File: src/rtl/fc_layer_sched_pkg.sv
// Shared constants and FSM state type for the fully-connected layer scheduler.
package fc_pkg;

    localparam int FC_N_IN     = 30;
    localparam int FC_DATA_W   = 24;
    localparam int FC_WEIGHT_W = 16;
    localparam int FC_OUT_W    = 32;

    typedef enum logic [1:0] {
        S_IDLE,
        S_ISSUE,
        S_WAIT
    } state_t;

    // A single-row layer still needs a 1-bit row index.
    function automatic int row_width(input int n);
        return (n > 1) ? $clog2(n) : 1;
    endfunction

endpackage

File: src/rtl/fc_layer_sched_if.sv
// Scheduler-side bus: layer control, datapath handshake and result stream.
// The o_class/o_class_valid pair exists only when FC_ARGMAX_EN is defined.
interface fc_layer_sched_if
    import fc_pkg::*;
#(
    parameter int ROW_W = 3
);
    logic                       i_start;
    logic                       o_busy;
    logic                       o_error;
    logic [ROW_W-1:0]           o_row;
    logic                       o_fc_start;
    logic signed [FC_OUT_W-1:0] i_fc_output;
    logic                       i_fc_finished;
    logic                       o_out_valid;
    logic [ROW_W-1:0]           o_out_idx;
    logic signed [FC_OUT_W-1:0] o_out_data;
    logic                       o_done;
`ifdef FC_ARGMAX_EN
    logic [ROW_W-1:0]           o_class;
    logic                       o_class_valid;
`endif

    modport master (
        input  i_start, i_fc_output, i_fc_finished,
        output o_busy, o_error, o_row, o_fc_start,
               o_out_valid, o_out_idx, o_out_data, o_done
`ifdef FC_ARGMAX_EN
        , output o_class, o_class_valid
`endif
    );

    modport slave (
        output i_start, i_fc_output, i_fc_finished,
        input  o_busy, o_error, o_row, o_fc_start,
               o_out_valid, o_out_idx, o_out_data, o_done
`ifdef FC_ARGMAX_EN
        , input o_class, o_class_valid
`endif
    );

endinterface

File: src/rtl/fc_layer_sched_argmax.sv
// Running signed maximum over one layer's results; ties keep the lowest index.
module fc_argmax
    import fc_pkg::*;
#(
    parameter int ROW_W = 3
) (
    input  logic                       clk,
    input  logic                       rst,
    input  logic                       abort,
    input  logic                       capture,
    input  logic                       first,
    input  logic                       last,
    input  logic [ROW_W-1:0]           idx,
    input  logic signed [FC_OUT_W-1:0] value,
    output logic [ROW_W-1:0]           class_idx,
    output logic                       class_valid
);

    logic signed [FC_OUT_W-1:0] max_val;
    logic [ROW_W-1:0]           max_idx;
    logic                       take;

    // Row 0 always seeds the maximum so a stale value from a previous layer never wins.
    assign take = first || (value > max_val);

    always_ff @(posedge clk) begin
        if (rst) begin
            max_val     <= '0;
            max_idx     <= '0;
            class_idx   <= '0;
            class_valid <= 1'b0;
        end else begin
            class_valid <= 1'b0;
            if (abort) begin
                max_val <= '0;
                max_idx <= '0;
            end else if (capture) begin
                if (take) begin
                    max_val <= value;
                    max_idx <= idx;
                end
                if (last) begin
                    class_idx   <= take ? idx : max_idx;
                    class_valid <= 1'b1;
                end
            end
        end
    end

endmodule

File: src/rtl/fc_layer_sched.sv
// Steps the single-neuron datapath through every output row of a layer, 3 cycles per row.
// Optional argmax tracker is enabled by defining FC_ARGMAX_EN.
module fc_layer_sched
    import fc_pkg::*;
#(
    parameter int N_OUT    = 8,
    parameter int ROW_W    = row_width(N_OUT),
    parameter int WAIT_MAX = 15
) (
    input  logic              i_clk,
    input  logic              i_rst_n,
    fc_layer_sched_if.master  bus
);

    localparam int               WD_W   = $clog2(WAIT_MAX + 1);
    localparam logic [ROW_W-1:0] LAST   = ROW_W'(N_OUT - 1);
    localparam logic [WD_W-1:0]  WD_LIM = WD_W'(WAIT_MAX - 1);

    state_t            state;
    logic [ROW_W-1:0]  row;
    logic [WD_W-1:0]   watchdog;
    logic              capture;
    logic              timeout;

    // A finish always beats a simultaneous watchdog expiry.
    assign capture = (state == S_WAIT) && bus.i_fc_finished;
    assign timeout = (state == S_WAIT) && !bus.i_fc_finished && (watchdog == WD_LIM);
    assign bus.o_row = row;

    always_ff @(posedge i_clk) begin
        if (i_rst_n) begin
            state           <= S_IDLE;
            row             <= '0;
            watchdog        <= '0;
            bus.o_busy      <= 1'b0;
            bus.o_error     <= 1'b0;
            bus.o_fc_start  <= 1'b0;
            bus.o_out_valid <= 1'b0;
            bus.o_out_idx   <= '0;
            bus.o_out_data  <= '0;
            bus.o_done      <= 1'b0;
        end else begin
            bus.o_fc_start  <= 1'b0;
            bus.o_out_valid <= 1'b0;
            bus.o_done      <= 1'b0;
            bus.o_error     <= 1'b0;
            case (state)
                S_IDLE: begin
                    if (bus.i_start) begin
                        state          <= S_ISSUE;
                        row            <= '0;
                        bus.o_fc_start <= 1'b1;
                        bus.o_busy     <= 1'b1;
                    end
                end
                S_ISSUE: begin
                    state    <= S_WAIT;
                    watchdog <= '0;
                end
                S_WAIT: begin
                    watchdog <= watchdog + 1'b1;
                    if (capture) begin
                        bus.o_out_data  <= bus.i_fc_output;
                        bus.o_out_idx   <= row;
                        bus.o_out_valid <= 1'b1;
                        if (row == LAST) begin
                            bus.o_done <= 1'b1;
                            bus.o_busy <= 1'b0;
                            state      <= S_IDLE;
                            row        <= '0;
                        end else begin
                            // Next issue lines up with the datapath going idle.
                            row            <= row + 1'b1;
                            state          <= S_ISSUE;
                            bus.o_fc_start <= 1'b1;
                        end
                    end else if (timeout) begin
                        bus.o_error <= 1'b1;
                        bus.o_busy  <= 1'b0;
                        state       <= S_IDLE;
                        row         <= '0;
                    end
                end
                default: state <= S_IDLE;
            endcase
        end
    end

`ifdef FC_ARGMAX_EN
    fc_argmax #(
        .ROW_W (ROW_W)
    ) u_argmax (
        .clk         (i_clk),
        .rst         (i_rst_n),
        .abort       (timeout),
        .capture     (capture),
        .first       (row == '0),
        .last        (row == LAST),
        .idx         (row),
        .value       (bus.i_fc_output),
        .class_idx   (bus.o_class),
        .class_valid (bus.o_class_valid)
    );
`endif

endmodule

File: src/flat_wrapper.sv
// flat-port wrapper written by rule: the top's interface ports become plain ports
module fc_layer_sched_flat import fc_pkg::*;
#(
    parameter int N_OUT    = 8,
    parameter int ROW_W    = row_width(N_OUT),
    parameter int WAIT_MAX = 15
)
  (i_clk, i_rst_n, bus_i_start, bus_i_fc_output, bus_i_fc_finished, bus_o_busy, bus_o_error, bus_o_row, bus_o_fc_start, bus_o_out_valid, bus_o_out_idx, bus_o_out_data, bus_o_done);
  fc_layer_sched_if #(.ROW_W(ROW_W)) bus_i ();
  input  logic i_clk;
  input  logic i_rst_n;
  input wire logic [$bits(bus_i.i_start)-1:0] bus_i_start;
  input wire logic [$bits(bus_i.i_fc_output)-1:0] bus_i_fc_output;
  input wire logic [$bits(bus_i.i_fc_finished)-1:0] bus_i_fc_finished;
  output wire logic [$bits(bus_i.o_busy)-1:0] bus_o_busy;
  output wire logic [$bits(bus_i.o_error)-1:0] bus_o_error;
  output wire logic [$bits(bus_i.o_row)-1:0] bus_o_row;
  output wire logic [$bits(bus_i.o_fc_start)-1:0] bus_o_fc_start;
  output wire logic [$bits(bus_i.o_out_valid)-1:0] bus_o_out_valid;
  output wire logic [$bits(bus_i.o_out_idx)-1:0] bus_o_out_idx;
  output wire logic [$bits(bus_i.o_out_data)-1:0] bus_o_out_data;
  output wire logic [$bits(bus_i.o_done)-1:0] bus_o_done;
  assign bus_i.i_start = bus_i_start;
  assign bus_i.i_fc_output = bus_i_fc_output;
  assign bus_i.i_fc_finished = bus_i_fc_finished;
  assign bus_o_busy = bus_i.o_busy;
  assign bus_o_error = bus_i.o_error;
  assign bus_o_row = bus_i.o_row;
  assign bus_o_fc_start = bus_i.o_fc_start;
  assign bus_o_out_valid = bus_i.o_out_valid;
  assign bus_o_out_idx = bus_i.o_out_idx;
  assign bus_o_out_data = bus_i.o_out_data;
  assign bus_o_done = bus_i.o_done;
  fc_layer_sched #(.N_OUT(N_OUT), .ROW_W(ROW_W), .WAIT_MAX(WAIT_MAX)) u_core (.i_clk(i_clk), .i_rst_n(i_rst_n), .bus(bus_i));
endmodule
File: config.mk
export PLATFORM = sky130hd
export DESIGN_NAME = fc_layer_sched_flat
export DESIGN_NICKNAME = d
export VERILOG_FILES = /design/src/rtl/fc_layer_sched_pkg.sv /design/src/rtl/fc_layer_sched_if.sv /design/src/rtl/fc_layer_sched_argmax.sv /design/src/rtl/fc_layer_sched.sv /design/src/flat_wrapper.sv
export SDC_FILE = /design/constraint.sdc
export NUM_CORES = 1
export LEC_CHECK = 0
export ABC_AREA = 1
export CAP_MARGIN = 10
export CORE_MARGIN = 2
export CORE_UTILIZATION = 42
export DETAILED_ROUTE_END_ITERATION = 10
export GPL_TIMING_DRIVEN = 1
export PLACE_DENSITY = 0.79
export SLEW_MARGIN = 10
export SYNTH_ARGS = -nofsm -noshare
export SYNTH_HDL_FRONTEND = slang
export SYNTH_SLANG_ARGS = --single-unit
export TNS_END_PERCENT = 5
File: constraint.sdc
create_clock -name i_clk -period 1.9 [get_ports i_clk]
set_clock_uncertainty 0.15 [all_clocks]
set_input_delay 0.38 -clock i_clk [delete_from_list [all_inputs] [get_ports i_clk]]
set_output_delay 0.38 -clock i_clk [all_outputs]
set_load 0.05 [all_outputs]
==> results of run 1 <==
-- cells in the final DEF (no fill, tap or decap), types with 3 or more instances in the layout --
cell / count
nor2_1: 75
buf_4: 51
dfxtp_1: 49
clkdlybuf4s50_1: 35
o21ai_0: 34
nand2_1: 15
inv_1: 11
ha_1: 8
a21oi_1: 7
clkbuf_8: 6
o21ai_1: 4
inv_2: 3
-- metal layers --
layer	up-vias	routed length, um	track usage [%]
li1	921	-	-
met1	725	1920	20.8
met2	48	1880	26.7
met3	4	271	4.84
met4	0	35	5.66
met5	-	0	0
-- stage by stage --
step	hold WS (ps)	setup slack [ps]	cell area, um^2
2_1_floorplan	299	288	1880
3_3_place_gp	306	145	2630
3_5_place_dp	307	112	2630
4_1_cts	327	326	2710
5_1_grt	351	191	2710
6_report	323	328	2710
-- area by class of cell --
class	count	area [um^2]	area share (%)
flip-flops and latches	49	981	36.2
repair buffers	87	753	27.8
inverters	14	52.6	1.94
clock buffers	7	86.3	3.18
multi-input cells	160	774	28.6
well taps	52	65.1	2.40
-- power groups by stage --
stage	sequential (mW)	combinational, mW	clock (mW)
final	1.38	1.85	0.604
after CTS	1.38	1.86	0.627
after floorplan	2.04	0.705	0
after global routing	1.41	2.00	0.669
after detailed placement	1.41	1.86	0
after global placement	1.40	1.84	0
-- critical path, delay by kind of cell, from the launching register on --
family | cells | cell delay, ps
simple gates | 3 | 300
buf+inv | 2 | 210
fa+ha+maj | 1 | 240
compound gates | 2 | 190
flops | 1 | 380
-- sequential cells by signal, summed over array words and instances (netlist names) --
register and cells:
u_core.bus.o_error 1, u_core.bus.o_row 3, u_core.bus.o_out_valid 1, u_core.bus.o_fc_start 1, u_core.bus.o_out_data 32, u_core.bus.o_busy 1
u_core.watchdog 4, u_core.bus.o_out_idx 3, u_core.bus.o_done 1, u_core.state 2
-- cell families after synthesis --
logic type	Yosys count	share of synthesized area, %
simple gates	103	22.3
buf+inv	25	6.72
fa+ha+maj	8	5.32
flops	49	52.1
compound gates	49	13.5
-- cell usage after synthesis (all sizes together) --
cell type  instances  area share (%)
o21ai             38              10
nor4               1            0.33
a21oi              7             1.9
nand3              3             1.1
and3               1            0.33
nand4              2            0.66
buf                6             2.9
nor3               2            0.53
a21boi             2            0.80
nor3b              2            0.80
a31oi              1            0.33
clkbuf             5             1.0
nand2             16             3.3
dfxtp             49              52
a211oi             1            0.40
nor2              76              15
ha                 8             5.3
inv               14             2.8
-- path summary, 6_finish.rpt --
check	start	endpoint	slack, ps	cells after the start
min	u_core.bus.o_busy	u_core.bus.o_busy	320	2
max	u_core.state[0]	u_core.state[1]	330	8
min reg2reg	u_core.bus.o_busy	u_core.bus.o_busy	320	2
max reg2reg	u_core.state[0]	u_core.state[1]	330	8
==> results.md, run 1 <==
* Max stage delay cell, worst path: dfxtp_1
* Power dissipated by switching net loads at 1.68 mW
* Initial Utilization at 43.5%
* Post-route fraction of the period consumed by the critical path at 82.7%
* Wire length reported by the detailed router at 4110 um
* Final number of setup-violating endpoints at 0
* Power Internal at 2.16 mW
* Number of input and output port buffers inserted at 78
* Number of different library cells in the post-synthesis netlist at 26
* Final RePlAce weighted congestion at 0.828
* Fill cell count at 392
* Final instance count without filler cells at 369
* Final slew viol count at 0
* Proportion of power drawn by flip-flops and latches at 36.0%
* Final hold violation count at 0
* Cell-by-cell listing of the critical path: inv_1 -> ha_1 -> inv_1 -> nor2_1 -> nand2_1 -> nand2_1 -> o21ai_1 -> a21oi_1
* Worst min path class: reg -> reg
* Clock tree from TritonCTS: yes
* Core outline area at 4320 um^2
* Floorplan die height at 70.9 um
* Final TNS setup at 0 ps
* Total power at 3.84 mW
* Num CTS Buffers at 5
* First drt pass iteration count at 4
* Unrepaired setup endpoints after global routing: no
* Number of instances in the synthesized netlist at 234
* Number of antenna violations at the first check in global routing at 0
* Sort of element at the start of the critical path: register
* DRC marker count from the first detailed-route iteration at 86
* Maximum number of buffers from clock root to sink at 2
* Fraction of final layout cells with drive strength greater than 1 at 20.2%
* Synthesis warning total at 0
* MaxCap Viol Count at 0
* F_max at 636 MHz
* Flop and latch count out of synthesis at 49
* Critical path endpoint category: register
* Net switching fraction of the power at 43.7%
* Final Util at 62.7%
* Antenna Violating Nets Remaining at 0
* Chip Width at 70.9 um
* Depth of the CTS H-tree at 2
* Remaining Overflow, GRT at 0
* Count of hold-fix buffers inserted at cts at 0
* Final min period at 1570 ps
* Detailed placer's ending HPWL at 3040 um
* Via count of the first global-routing pass at 1466
* Power density over the cells at 1410 nW/um^2
* Detail-routed net length per standard cell at 11.1 um
* Data arrival time of the worst path at 1610 ps
* Layout overhead on the synthesized area at 44.1%
* Post-CTS setup-driven buffer insertion count at 0
* Slew at the pin with the worst max-slew slack at 259 ps
* Count of unresolved DRC violations after routing at 0
* Slowest Stage Delay on Critical Path at 380 ps
* Category of the most critical setup path: reg -> reg
* Summed instance area of the synthesized netlist at 1880 um^2
* Global Route Usage Sum at 16.4%
* Via density per instance at 4.60
* Sequential area share after synthesis at 52.1%
* Critical path peak fanout at 4
* Global-route wire length before repair at 6550 um
* Placement Rows at 24
* Final antenna diode count at 0
* Clock transition at the registers of the reported paths at 90 ps
* Share of total power in combinational logic at 48.3%
* Number of nets in the synthesized netlist at 278
* Sinks on the clock net at 49
* Boundary pin count at 79
* Share of total power in the clock network at 15.8%
* Worst-case headroom to the max-slew limit at 82.7%
* Mean instance size in the synthesized netlist at 8.04 um^2
* Number of cells after detailed placement at 362
* Largest net degree at the start of global routing at 17
* Clock latency at the later pin of the worst-skew pair at 290 ps
* Final #Nets at 361
* Result of the run: complete, no violations
* Leak pwr at 1.21 nW
* IR drop worst, VDD at 0.721 mV
* Resized cells post-CTS at 0
* Worst endpoint required time at 1940 ps
* Die area at 5030 um^2
* Number of vias in the routed layout at 1698
* Clk root buf: clkbuf_8
(Power assumes the default switching activity.)
==> run 2: changes to the inputs <==
==> constraint.sdc (replaced) <==
create_clock -name i_clk -period 1.6 [get_ports i_clk]
set_clock_uncertainty 0.15 [all_clocks]
set_input_delay 0.32 -clock i_clk [delete_from_list [all_inputs] [get_ports i_clk]]
set_output_delay 0.32 -clock i_clk [all_outputs]
set_load 0.05 [all_outputs]
==> results.md, run 2 (same netlist as run 1, synthesis figures left out) <==
* Register with the most flip-flops: u_core.bus.o_out_data
* Worst endpoint required time at 1660 ps (-280 ps)
* Power Internal at 3.32 mW (+54%)
* MaxCap Viol Count at 0 (unchanged)
* Die area at 5030 um^2 (unchanged)
* Cell Area, Placed at 3180 um^2 (+21%)
* Placement Rows at 24 (unchanged)
* Number of antenna violations at the first check in global routing at 0 (unchanged)
* Flop2flop setup slack at 90 ps (-240 ps)
* Slowest Stage Delay on Critical Path at 340 ps (-40 ps)
* WP depth at 8 (unchanged)
* Via count of the first global-routing pass at 1623 (+11%)
* Share of total power in the clock network at 16.8% (+1.0 points)
* Layout overhead on the synthesized area at 76.5%
* Initial Utilization at 43.5% (unchanged)
* Final instance area at 3320 um^2 (+22%)
* Power dissipated by switching net loads at 2.23 mW (+33%)
* Power density over the cells at 1670 nW/um^2 (+18%)
* Result of the run: complete, no violations
* Clock transition at the registers of the reported paths at 90 ps (about the same)
* Clock tree from TritonCTS: yes
* Num CTS Buffers at 5 (unchanged)
* Total power at 5.55 mW (+45%)
* Leak pwr at 1.35 nW (+12%)
* Final #Nets at 360 (-0.28%)
* R2R Path End: u_core.bus.o_row[2]
* Final slew viol count at 0 (unchanged)
* Slew at the pin with the worst max-slew slack at 261 ps (+2.30 ps)
* CP top delay family: simple AND/OR/NAND/NOR gates
* Final Util at 76.8% (+14 points)
* Final antenna diode count at 0 (unchanged)
* Post-route fraction of the period consumed by the critical path at 94.5% (+12 points)
* Remaining Overflow, GRT at 0 (unchanged)
* Fill cell count at 283 (-28%)
* Maximum number of buffers from clock root to sink at 2 (unchanged)
* Floorplan die height at 70.9 um (unchanged)
* Number of vias in the routed layout at 1779 (+4.8%)
* Boundary pin count at 79 (unchanged)
* Global-route wire length before repair at 7440 um (+14%)
* Via density per instance at 4.82 (+4.8%)
* Global Route Usage Sum at 18.8% (+2.4 points)
* Fraction of final layout cells with drive strength greater than 1 at 22.4% (+2.2 points)
* Top library cells by usage in the layout, fill and taps aside: 75 x nor2_1, 48 x dfxtp_1, 46 x buf_12
* Worst-case headroom to the max-slew limit at 82.4% (-0.29 points)
* Length of routed met3 wiring at 277 um (+2.2%)
* Detailed placer's ending HPWL at 3440 um (+13%)
* Reg2reg start: u_core.state[0]
* Worst hold path depth at 2 (unchanged)
* Met2 WL post-DR at 2330 um (+24%)
* Highest metal layer with signal wires: met4
* Final hold violation count at 0 (unchanged)
* Core outline area at 4320 um^2 (unchanged)
* Count of unresolved DRC violations after routing at 0 (unchanged)
* DRC marker count from the first detailed-route iteration at 87 (+1.2%)
* Cell occurring most often along the worst timing path: inv_1
* Timing startpoint of the critical path: u_core.state[0]
* Count of hold-fix buffers inserted at cts at 0 (unchanged)
* Critical path endpoint category: register
* Sinks on the clock net at 49 (unchanged)
* Largest registers ranked by flip-flop count: u_core.bus.o_out_data x32, u_core.watchdog x4
* Clock latency at the later pin of the worst-skew pair at 310 ps (+20 ps)
* Depth of the most critical reg-to-reg path at 8 (unchanged)
* Category of the most critical setup path: reg -> reg
* Worst min path class: reg -> reg
* Number of input and output port buffers inserted at 78 (unchanged)
* Max FFs per register at 32 (unchanged)
* IR drop worst, VDD at 0.982 mV (+36%)
* Critical path peak fanout at 5 (+1)
* Final RePlAce weighted congestion at 0.799 (-3.4%)
* Number of buffer and inverter instances along the worst setup path at 2 (unchanged)
* Sort of element at the start of the critical path: register
* Most common cell after layout, fill and taps aside: nor2_1
* Met1 layer wirelength in the final routing at 1930 um (+0.52%)
* Final min period at 1510 ps (-59.9 ps)
* Chip Width at 70.9 um (unchanged)
* Detail-routed net length per standard cell at 12.6 um (+13%)
* Share of total power in combinational logic at 51.3% (+3.0 points)
* Proportion of power drawn by flip-flops and latches at 31.9% (-4.1 points)
* Final number of setup-violating endpoints at 0 (unchanged)
* Wire length reported by the detailed router at 4650 um (+13%)
* Data arrival time of the worst path at 1570 ps (-40 ps)
* Cell-by-cell listing of the critical path: inv_1 -> ha_2 -> inv_1 -> nor2_1 -> nand2_2 -> nand3_2 -> nand2_1 -> a21boi_1
* Max stage delay cell, worst path: dfxtp_1
* F_max at 662 MHz (+4.0%)
* Net switching fraction of the power at 40.2% (-3.5 points)
* Final TNS setup at 0 ps (unchanged)
* Clk root buf: clkbuf_8
* Largest net degree at the start of global routing at 23 (+6)
* Antenna Violating Nets Remaining at 0 (unchanged)
* Depth of the CTS H-tree at 2 (unchanged)
* Unrepaired setup endpoints after global routing: yes
* First drt pass iteration count at 4 (unchanged)
* Critical path endpoint: u_core.bus.o_row[2]
-- run 2: cell count changes in the layout (fill, tap and decap cells not counted), sizes merged --
| cell | delta |
|---|---|
| bufinv | +1 |
| clkinvlp | +1 |
| buf | -1 |
| clkbuf | -1 |
-- run 2: timing repair --
action                     CTS  global route
resized for setup            2             4
buffers inserted             0             0
setup endpoints to repair    1             9
-- run 2: layer usage --
metal	GRT usage, %	up-vias
met2	31.6	53
met5	0	-
met1	23.0	797
li1	-	920
met4	8.60	0
met3	4.13	9
-- run 2: layout make-up --
class | count | area (um^2) | area share (%)
Inverter | 14 | 52.6 | 1.58
Clock buffer | 6 | 82.6 | 2.49
Multi-Input combinational cell | 160 | 793 | 23.9
Tap cell | 52 | 65.1 | 1.96
Timing Repair Buffer | 86 | 1310 | 39.4
Sequential cell | 49 | 982 | 29.6
Clock inverter | 2 | 37.5 | 1.13
-- run 2: how the worst min path moves through the flow --
stage | to | slack [ps] | start
2_1_floorplan | u_core.bus.o_busy | 240 | i_rst_n
3_3_place_gp | u_core.bus.o_busy | 340 | u_core.bus.o_busy
3_5_place_dp | u_core.bus.o_busy | 340 | u_core.bus.o_busy
4_1_cts | u_core.bus.o_busy | 360 | u_core.bus.o_busy
5_1_grt | u_core.bus.o_busy | 380 | u_core.bus.o_busy
6_report | u_core.bus.o_busy | 360 | u_core.bus.o_busy
-- run 2: power by group through the flow --
stage / logic, mW / clock network (mW) / registers (mW)
6_report: 2.85 / 0.933 / 1.77
5_1_grt: 3.04 / 0.988 / 1.80
4_1_cts: 2.83 / 0.953 / 1.77
3_5_place_dp: 2.80 / 0 / 1.80
3_3_place_gp: 2.74 / 0 / 1.78
2_1_floorplan: 0.837 / 0 / 2.43
-- run 2: tightest hold or removal path, stage by stage, from the launching register on --
cell,delay [ps]
dfxtp_1,350
nand2_1,70
a21oi_1,50
-- run 2: per-stage QoR --
| step | cells | hold WS [ps] | setup WS (ps) |
|---|---|---|---|
| 2_1_floorplan | 234 | 239 | 0.985 |
| 3_3_place_gp | 361 | 338 | -19.1 |
| 3_5_place_dp | 361 | 345 | -114 |
| 4_1_cts | 369 | 363 | 40.5 |
| 5_1_grt | 369 | 383 | -19.4 |
| 6_report | 369 | 359 | 88.4 |
==> run 3: changes to the inputs <==
--- a/config.mk
+++ b/config.mk
@@ -6,12 +6,15 @@
 export NUM_CORES = 1
 export LEC_CHECK = 0
 export ABC_AREA = 1
+export ABC_CLOCK_PERIOD_IN_PS = 1600
 export CAP_MARGIN = 10
+export CELL_PAD_IN_SITES_DETAIL_PLACEMENT = 0
+export CELL_PAD_IN_SITES_GLOBAL_PLACEMENT = 1
 export CORE_MARGIN = 2
-export CORE_UTILIZATION = 42
+export CORE_UTILIZATION = 29
 export DETAILED_ROUTE_END_ITERATION = 10
 export GPL_TIMING_DRIVEN = 1
-export PLACE_DENSITY = 0.79
+export PLACE_DENSITY_LB_ADDON = 0.1
 export SLEW_MARGIN = 10
 export SYNTH_ARGS = -nofsm -noshare
 export SYNTH_HDL_FRONTEND = slang
==> results.md, run 3 (same netlist as run 1, synthesis figures left out) <==
* Result of the run: complete, no violations
* Final antenna diode count at 0 (unchanged)
* Final TNS setup at 0 ps (unchanged)
* WP depth at 7 (-1)
* Reg2reg start: u_core.bus.o_row[0]
* Clock tree from TritonCTS: yes
* Critical path endpoint: u_core.bus.o_row[0]
* Core outline area at 6310 um^2 (+46%)
* Max stage delay cell, worst path: dfxtp_2
* Number of buffer and inverter instances along the worst setup path at 1 (-1)
* Top library cells by usage in the layout, fill and taps aside: 75 x nor2_1, 47 x dfxtp_1, 46 x buf_12
* Register with the most flip-flops: u_core.bus.o_out_data
* Share of total power in the clock network at 13.5% (-3.3 points)
* Count of hold-fix buffers inserted at cts at 0 (unchanged)
* Number of antenna violations at the first check in global routing at 0 (unchanged)
* Share of total power in combinational logic at 53.6% (+2.3 points)
* Clock latency at the later pin of the worst-skew pair at 300 ps (about the same)
* DRC marker count from the first detailed-route iteration at 44 (-49%)
* Final min period at 1460 ps (-55.5 ps)
* Final slew viol count at 0 (unchanged)
* Number of input and output port buffers inserted at 78 (unchanged)
* Chip Width at 84.6 um (+19%)
* Critical path endpoint category: register
* Depth of the most critical reg-to-reg path at 7 (-1)
* Power dissipated by switching net loads at 2.21 mW (-1.1%)
* Sinks on the clock net at 49 (unchanged)
* Cell-by-cell listing of the critical path: ha_1 -> ha_1 -> nor2_2 -> inv_2 -> nor2_1 -> o21ai_1 -> nor2_1
* Maximum number of buffers from clock root to sink at 2 (unchanged)
* Max FFs per register at 32 (unchanged)
* Num CTS Buffers at 5 (unchanged)
* Flop2flop setup slack at 140 ps (+60 ps)
* Global-route wire length before repair at 7870 um (+5.8%)
* IR drop worst, VDD at 1.01 mV (+3.3%)
* Detail-routed net length per standard cell at 12.1 um (-4.0%)
* Total power at 5.35 mW (-3.5%)
* Resized cells post-CTS at 0 (-2)
* Depth of the CTS H-tree at 2 (unchanged)
* Final hold violation count at 0 (unchanged)
* Final RePlAce weighted congestion at 0.786 (-1.7%)
* Detailed placer's ending HPWL at 3590 um (+4.5%)
* Timing startpoint of the critical path: u_core.bus.o_row[0]
* Global Route Usage Sum at 13.9% (-4.9 points)
* Die area at 7150 um^2 (+42%)
* Count of unresolved DRC violations after routing at 0 (unchanged)
* First drt pass iteration count at 4 (unchanged)
* Leak pwr at 1.34 nW (about the same)
* Sort of element at the start of the critical path: register
* Final number of setup-violating endpoints at 0 (unchanged)
* Boundary pin count at 79 (unchanged)
* Pre-CTS setup slack at -69.2 ps (+45.1 ps)
* Worst-case headroom to the max-slew limit at 83.5% (+1.1 points)
* Layout overhead on the synthesized area at 77.3%
* Number of vias in the routed layout at 1759 (-1.1%)
* Clock transition at the registers of the reported paths at 90 ps (about the same)
* Worst endpoint required time at 1690 ps (+30 ps)
* F_max at 687 MHz (+3.8%)
* Final instance count without filler cells at 396 (+7.3%)
* Fraction of final layout cells with drive strength greater than 1 at 23.2% (+0.80 points)
* Number of cells after detailed placement at 388 (+7.5%)
* Proportion of power drawn by flip-flops and latches at 33.0% (+1.1 points)
* Power density over the cells at 1600 nW/um^2 (-4.0%)
* Floorplan die height at 84.6 um (+19%)
* MaxCap Viol Count at 0 (unchanged)
* Post-CTS setup-driven buffer insertion count at 0 (unchanged)
* Via count of the first global-routing pass at 1622 (-0.062%)
* Via density per instance at 4.44 (-7.9%)
* Slowest Stage Delay on Critical Path at 360 ps (+20 ps)
* Clk root buf: clkbuf_8
* Largest net degree at the start of global routing at 24 (+4.3%)
* Slew at the pin with the worst max-slew slack at 245 ps (-16.1 ps)
* Antenna Violating Nets Remaining at 0 (unchanged)
* Remaining Overflow, GRT at 0 (unchanged)
* Unrepaired setup endpoints after global routing: no
* Most common cell after layout, fill and taps aside: nor2_1
* Initial Utilization at 29.8% (-14 points)
* Worst setup margin at 144 ps (+55.5 ps)
* Wire length reported by the detailed router at 4790 um (+3.0%)
* Largest registers ranked by flip-flop count: u_core.bus.o_out_data x32, u_core.watchdog x4
* Data arrival time of the worst path at 1550 ps (-20 ps)
* Critical path peak fanout at 4 (-1)
* Category of the most critical setup path: reg -> reg
* Power Internal at 3.14 mW (-5.2%)
* Post-route fraction of the period consumed by the critical path at 91.0% (-3.5 points)
* Net switching fraction of the power at 41.2% (+1.0 points)
* R2R Path End: u_core.bus.o_row[0]
* Final #Nets at 362 (+0.56%)
* Worst min path class: reg -> reg
* Placement Rows at 29 (+21%)
* CP top delay family: adder cells
run 3: per-stage QoR:
step / cell area (um^2) / util [%] / hold WS [ps]
5_1_grt: 3340 / 52.9 / 387
3_5_place_dp: 3230 / 51.1 / 341
2_1_floorplan: 1880 / - / 239
4_1_cts: 3320 / 52.5 / 359
3_3_place_gp: 3230 / 51.1 / 338
6_report: 3340 / 52.9 / 350
run 3: how the worst min path moves through the flow:
stage / startpoint / to / slack, ps / cells past startpoint
global placement: u_core.bus.o_busy / u_core.bus.o_busy / 340 / 2
global route: u_core.bus.o_busy / u_core.bus.o_busy / 390 / 2
floorplan: i_rst_n / u_core.bus.o_busy / 240 / 1
finish: u_core.bus.o_busy / u_core.bus.o_busy / 350 / 2
CTS: u_core.bus.o_busy / u_core.bus.o_busy / 360 / 2
detailed placement: u_core.bus.o_busy / u_core.bus.o_busy / 340 / 2
run 3: metal layers:
metal  routed length (um)  vias to the layer above  track usage [%]  share of wire, %
li1                     -                      920                -                 -
met1                 2250                      792             17.9                47
met2                 2240                       42             22.3                47
met3                  233                        5             4.23               4.9
met4                   59                        0             4.33               1.2
met5                    0                        -                0                 0
run 3: tightest hold or removal path: cells and delay by family (launching register included):
kind / cells / cell delay, ps
flip-flops: 1 / 340
AND/OR/NAND/NOR: 1 / 70
AO/OA/AOI/OAI: 1 / 50
run 3: layout make-up:
type                       instances  area, um^2
inverter                          14        52.6
timing repair buffer              88        1320
fill                             593        2980
sequential                        49         983
multi-input combinational        160         795
tap                               77        96.3
clock inverter                     3        17.5
clock buffer                       5        68.8
run 3: power groups by stage:
stage	logic, mW	registers (mW)	clock network, mW
floorplan	0.837	2.43	0
global placement	2.80	1.78	0
detailed placement	2.82	1.79	0
CTS	2.82	1.76	0.757
global route	3.08	1.80	0.807
finish	2.87	1.76	0.720
